==> config.mk <==
export PLATFORM = sky130hd
export DESIGN_NAME = graph_inst_arbiter
export DESIGN_NICKNAME = d
export VERILOG_FILES = /design/src/rtl/graph_inst_arbiter.sv
export SDC_FILE = /design/constraint.sdc
export NUM_CORES = 1
export LEC_CHECK = 0
export BUFFER_PORTS_ARGS = -buffer_cell sky130_fd_sc_hd__buf_2
export CORE_ASPECT_RATIO = 0.8
export CORE_MARGIN = 5
export CORE_UTILIZATION = 58
export CTS_CLUSTER_SIZE = 24
export DETAILED_ROUTE_END_ITERATION = 8
export PLACE_DENSITY_LB_ADDON = 0.05
export SYNTH_ARGS = -nofsm -noshare
export SYNTH_HDL_FRONTEND = slang
export SYNTH_SLANG_ARGS = --single-unit
==> constraint.sdc <==
create_clock -name Clk -period 10.3 [get_ports Clk]
set_input_delay 0 -clock Clk [delete_from_list [all_inputs] [get_ports Clk]]
set_output_delay 0 -clock Clk [all_outputs]
set_load 0.02 [all_outputs]
==> src/rtl/graph_inst_arbiter.sv <==
`timescale 1ns/1ps
// -----------------------------------------------------------------------------
// graph_inst_arbiter
//   Round-robin arbiter that shares the single graph draw path between the
//   eight instrument channels. The winning channel's {instrument, pitch} is
//   latched and offered to the graph writer on a valid/ready handshake. An
//   accepted offer is acknowledged to its requester with a one-cycle ack
//   pulse. An offer that stalls for TIMEOUT cycles is retired with a
//   one-cycle drop pulse and no ack.
//
// Parameters
//   PITCH_W   width of each channel's pitch index
//   TIMEOUT   OFFER cycles without out_ready before the offer is dropped
//             (0 disables the timeout)
//
// Ports
//   Clk        in   system clock, rising edge
//   Reset      in   synchronous, active-high
//   req        in   per-instrument request level, bit i = instrument i
//   pitch      in   per-instrument pitch, slice i = pitch[i*PITCH_W +: PITCH_W]
//   pause      in   blocks new grants, never aborts a pending offer
//   out_ready  in   graph writer accepts the current offer
//   out_valid  out  offer present
//   out_inst   out  granted instrument index
//   out_pitch  out  latched pitch of the granted instrument
//   ack        out  one-hot, one-cycle pulse to the accepted requester
//   drop       out  one-cycle pulse, offer retired by timeout
// -----------------------------------------------------------------------------
module graph_inst_arbiter #(
  parameter int PITCH_W = 7,
  parameter int TIMEOUT = 255
) (
  input  logic                 Clk,
  input  logic                 Reset,
  input  logic [7:0]           req,
  input  logic [8*PITCH_W-1:0] pitch,
  input  logic                 pause,
  input  logic                 out_ready,
  output logic                 out_valid,
  output logic [2:0]           out_inst,
  output logic [PITCH_W-1:0]   out_pitch,
  output logic [7:0]           ack,
  output logic                 drop
);

  // Counter is sized for TIMEOUT; keep at least one bit when the timeout is off.
  localparam int CNT_W = (TIMEOUT > 0) ? $clog2(TIMEOUT + 1) : 1;
  localparam logic [CNT_W-1:0] TMO_LAST = (TIMEOUT > 0) ? CNT_W'(TIMEOUT - 1) : {CNT_W{1'b0}};
  localparam logic [CNT_W-1:0] CNT_MAX  = {CNT_W{1'b1}};
  localparam logic [CNT_W-1:0] CNT_ONE  = {{(CNT_W-1){1'b0}}, 1'b1};

  localparam logic [0:0] S_IDLE  = 1'b0;
  localparam logic [0:0] S_OFFER = 1'b1;

  logic [0:0]         state_q,     state_d;
  logic [2:0]         rr_ptr_q,    rr_ptr_d;
  logic               out_valid_q, out_valid_d;
  logic [2:0]         out_inst_q,  out_inst_d;
  logic [PITCH_W-1:0] out_pitch_q, out_pitch_d;
  logic [7:0]         ack_q,       ack_d;
  logic               drop_q,      drop_d;
  logic [CNT_W-1:0]   tmo_cnt_q,   tmo_cnt_d;

  logic [7:0] elig_s;
  logic [2:0] winner_s;
  logic       found_s;
  logic [2:0] idx_s;

  // Round-robin search: first eligible channel starting at rr_ptr, wrapping 7->0.
  always_comb begin
    // The channel acked this cycle sits out one cycle so others get a turn.
    elig_s   = req & ~ack_q;
    winner_s = 3'd0;
    found_s  = 1'b0;
    idx_s    = 3'd0;
    for (int k = 0; k < 8; k++) begin
      idx_s    = rr_ptr_q + 3'(k);
      winner_s = (!found_s && elig_s[idx_s]) ? idx_s : winner_s;
      found_s  = found_s | elig_s[idx_s];
    end
  end

  // Next-state logic for the IDLE/OFFER handshake, timeout and pointer update.
  always_comb begin
    state_d     = state_q;
    rr_ptr_d    = rr_ptr_q;
    out_valid_d = out_valid_q;
    out_inst_d  = out_inst_q;
    out_pitch_d = out_pitch_q;
    ack_d       = 8'h00;
    drop_d      = 1'b0;
    tmo_cnt_d   = tmo_cnt_q;
    case (state_q)
      S_IDLE: begin
        if (!pause && found_s) begin
          state_d     = S_OFFER;
          out_valid_d = 1'b1;
          out_inst_d  = winner_s;
          out_pitch_d = pitch[int'(winner_s) * PITCH_W +: PITCH_W];
          tmo_cnt_d   = {CNT_W{1'b0}};
        end else begin
          out_valid_d = 1'b0;
        end
      end
      S_OFFER: begin
        // Offer fields are frozen here; req/pitch/pause changes are ignored.
        if (out_valid_q && out_ready) begin
          ack_d       = 8'h01 << out_inst_q;
          out_valid_d = 1'b0;
          rr_ptr_d    = out_inst_q + 3'd1;
          state_d     = S_IDLE;
        end else if ((TIMEOUT != 0) && (tmo_cnt_q == TMO_LAST)) begin
          drop_d      = 1'b1;
          out_valid_d = 1'b0;
          rr_ptr_d    = out_inst_q + 3'd1;
          state_d     = S_IDLE;
        end else if (tmo_cnt_q != CNT_MAX) begin
          tmo_cnt_d = tmo_cnt_q + CNT_ONE;
        end else begin
          tmo_cnt_d = tmo_cnt_q;
        end
      end
      default: begin
        state_d     = S_IDLE;
        out_valid_d = 1'b0;
      end
    endcase
  end

  // State and output registers with synchronous reset; reset discards any offer.
  always_ff @(posedge Clk) begin
    if (Reset) begin
      state_q     <= S_IDLE;
      rr_ptr_q    <= 3'd0;
      out_valid_q <= 1'b0;
      out_inst_q  <= 3'd0;
      out_pitch_q <= {PITCH_W{1'b0}};
      ack_q       <= 8'h00;
      drop_q      <= 1'b0;
      tmo_cnt_q   <= {CNT_W{1'b0}};
    end else begin
      state_q     <= state_d;
      rr_ptr_q    <= rr_ptr_d;
      out_valid_q <= out_valid_d;
      out_inst_q  <= out_inst_d;
      out_pitch_q <= out_pitch_d;
      ack_q       <= ack_d;
      drop_q      <= drop_d;
      tmo_cnt_q   <= tmo_cnt_d;
    end
  end

  assign out_valid = out_valid_q;
  assign out_inst  = out_inst_q;
  assign out_pitch = out_pitch_q;
  assign ack       = ack_q;
  assign drop      = drop_q;

endmodule

==> run metrics <==
Pre-antenna DRT Iters=5; worst r2r dst=out_pitch[2]; Ys Warns=0; Post-synth EDFFs=0; DP HPWL=7230 um; Rows=24; met3 global-route usage=0.0619; die area=7330 um2; busiest grt layer=met2; initial antenna violation count=0; Req. time, crit path=10.48 ns; grt met2 use=0.383; fin crit period=4.86 ns; Synth Net Count=483; asr flop ratio synth=0; H-tree depth=2; share of post-route cells with drive strength above 1=0.280; Crit Path Max Fanout=18; mux share of post-synthesis cell area=0.121; PwrDens=93.9 nW/um2; Tcrit/Tclk final=0.472; WL/cell=17.6 um; ANT cells=0; met1 Use GR=0.369; Core Region=5500 um2; slew margin rel.=0.184; CTS root buf=clkbuf_8; worst min-delay path class=input port to register; Fin. Hold Viols=0; register area share after synthesis=0.194; clk_lat worst skew=0.28 ns; crit-path max cell delay=0.90 ns; largest family of logic cells by synthesized area=compound AO/OA/AOI/OAI gates; via/cell ratio=6.46; Layout Nets=547; Slew Viols, Final=0; CP Capture Type=register; Synth Area in Simple Gates=0.250; fraction of the mapped netlist area in adder cells=0.0302; I/O Buffers=87; synth unique cells=74; r2r worst-path depth=9; IO Pins=88; Max Cap Violations=0; GP Congestion=0.959; initial core utilization=0.602; cells after synthesis=407; XOR/XNOR Fraction of Synth Area=0.0238; Worst Tran Pin Value=1.22 ns; Total Routing Usage GR=0.254; Lkg Pwr=0.00166 uW; Critical R2R Launch=rr_ptr_q[1]; Longest Clk Path Bufs=2; average cell area after synthesis=8.13 um2; Final Skew=0.00263 ns; post-CTS sizing=0; Hold Crit Depth=2; vias in the first global route=3241; Fin Setup TNS=0 ns; Hold Path End=tmo_cnt_q[1]; FF-to-FF setup slack=5.44 ns; worst path cell trace=inv_1, ha_1, mux4_2, nor3_1, or2_1, o21ai_2, a2111oi_0, o21ai_0, o211a_1; TritonCTS buffer count=5; gr ovfl total=0; final core utilization=0.692; pre-CTS WS=5.63 ns; Worst VDD drop=124 uV; DRT antenna net count=0; most common cell after layout, fill and taps aside=buf_2; Area Growth Syn to Fin=14.9%; outcome=completed; WL final=9700 um; compound-cell area share of the yosys netlist=0.321; final setup fails=0; Crit Path Class=register to register; Yosys reg bits=32; Area contributors post-synth=dfxtp_1 19%, mux4_2 7.5%, nor2_1 4.1%; CTS tree=yes; cts hold-fix bufs=0; Final Total Pwr=357 uW; Clock Pin Slew Worst Setup and Hold Paths=0.07 ns; post-synth top area share=0.194; crit path launch type=register; Max Fclk=206 MHz; Num Clock Sinks=32; Critical Path AT=5.04 ns; Die Span Y=77.6 um; cell taking the most area after synthesis=dfxtp_1; commonest non-fill, non-tap cells in the layout=87 x buf_2, 36 x nor2_1, 32 x dfxtp_1, 25 x o21ai_0, 22 x a21oi_1; largest net degree at the start of global routing=42; Critical-path top delay cell=nor3_1; postcts setup bufs=0; Final WS setup=5.44 ns; DR iter-0 viols=283; Syn Std Cell Area=3310 um2; ys flop type=dfxtp_1; first-pass GRT wire length=15400 um; RSZ-0062 raised after global routing=false; Die Wd=94.5 um; DRC errors left=0; min-delay src=Reset; Via Count=3555
-- per-stage QoR --
| step | instances | hold WS, ns | cell area, um2 |
|---|---|---|---|
| after floorplan | 407 | 0.236 | 3310 |
| after global placement | 542 | 0.394 | 3690 |
| after detailed placement | 542 | 0.398 | 3690 |
| after CTS | 550 | 0.107 | 3800 |
| after global routing | 550 | 0.112 | 3800 |
| final | 550 | 0.116 | 3800 |
-- registers in the layout, indices dropped and copies added, names as in the netlist --
| signal | cells |
|---|---|
| out_pitch | 7 |
| rr_ptr_q | 3 |
| tmo_cnt_q | 8 |
| out_inst | 3 |
| drop | 1 |
| ack | 8 |
| state_q | 1 |
| out_valid | 1 |
-- cell type report --
type                       count  area [um2]
clock buffer                   5        68.8
clock inverter                 3        42.5
fill                         461        1690
inverter                      10        37.5
multi-input combinational    333        2470
sequential                    32         641
tap                           78        97.6
timing repair buffer          89         450
-- Yosys cell counts (all sizes together), types with 10 or more instances --
cell     number
clkbuf       18
o211ai       12
nand3        15
o21ai        41
a21oi        22
and2         12
a2111oi      12
dfxtp        32
and3         14
mux4         11
nor2         38
buf          14
mux2i        10
a21boi       15
-- how the worst max path moves through the flow --
stage                            from  cells past startpoint      endpoint
after global placement    rr_ptr_q[1]                      9  out_pitch[2]
after global routing      rr_ptr_q[1]                      9  out_pitch[2]
after floorplan           rr_ptr_q[1]                     14  out_pitch[4]
after detailed placement  rr_ptr_q[1]                      9  out_pitch[2]
final                     rr_ptr_q[1]                      9  out_pitch[2]
after CTS                 rr_ptr_q[1]                      9  out_pitch[2]
-- cell families (layout without fill, tap and decap cells) --
family                     after synthesis  count (layout)
xor gates and xnor gates                 9               9
DFF                                     32              32
and+or+nand+nor                        143             143
muxes                                   25              25
adders and majority gates                8               8
AOI/OAI and AO/OA                      148             148
buffers and inverters                   42             107
-- report_power, final --
group | leakage, uW | internal, uW | switching, uW
sequential | 0.000260 | 129 | 4.49
clock | 0.0000541 | 71.5 | 46.2
combinational | 0.00134 | 45.2 | 61.2
total | 0.00166 | 245 | 112
-- critical path, delay by kind of cell, from the launching register on --
family | cells | cell delay (ns)
compound gates | 4 | 1.35
simple gates | 2 | 1.33
mux | 1 | 0.61
fa+ha+maj | 1 | 0.60
flops | 1 | 0.54
buf+inv | 1 | 0.33
-- metal layers --
metal	vias up	share of wire
li1	1686	-
met1	1635	0.43
met2	219	0.45
met3	15	0.11
met4	0	0.0098
met5	-	0
Note: power is estimated with default switching activity, not from simulation.
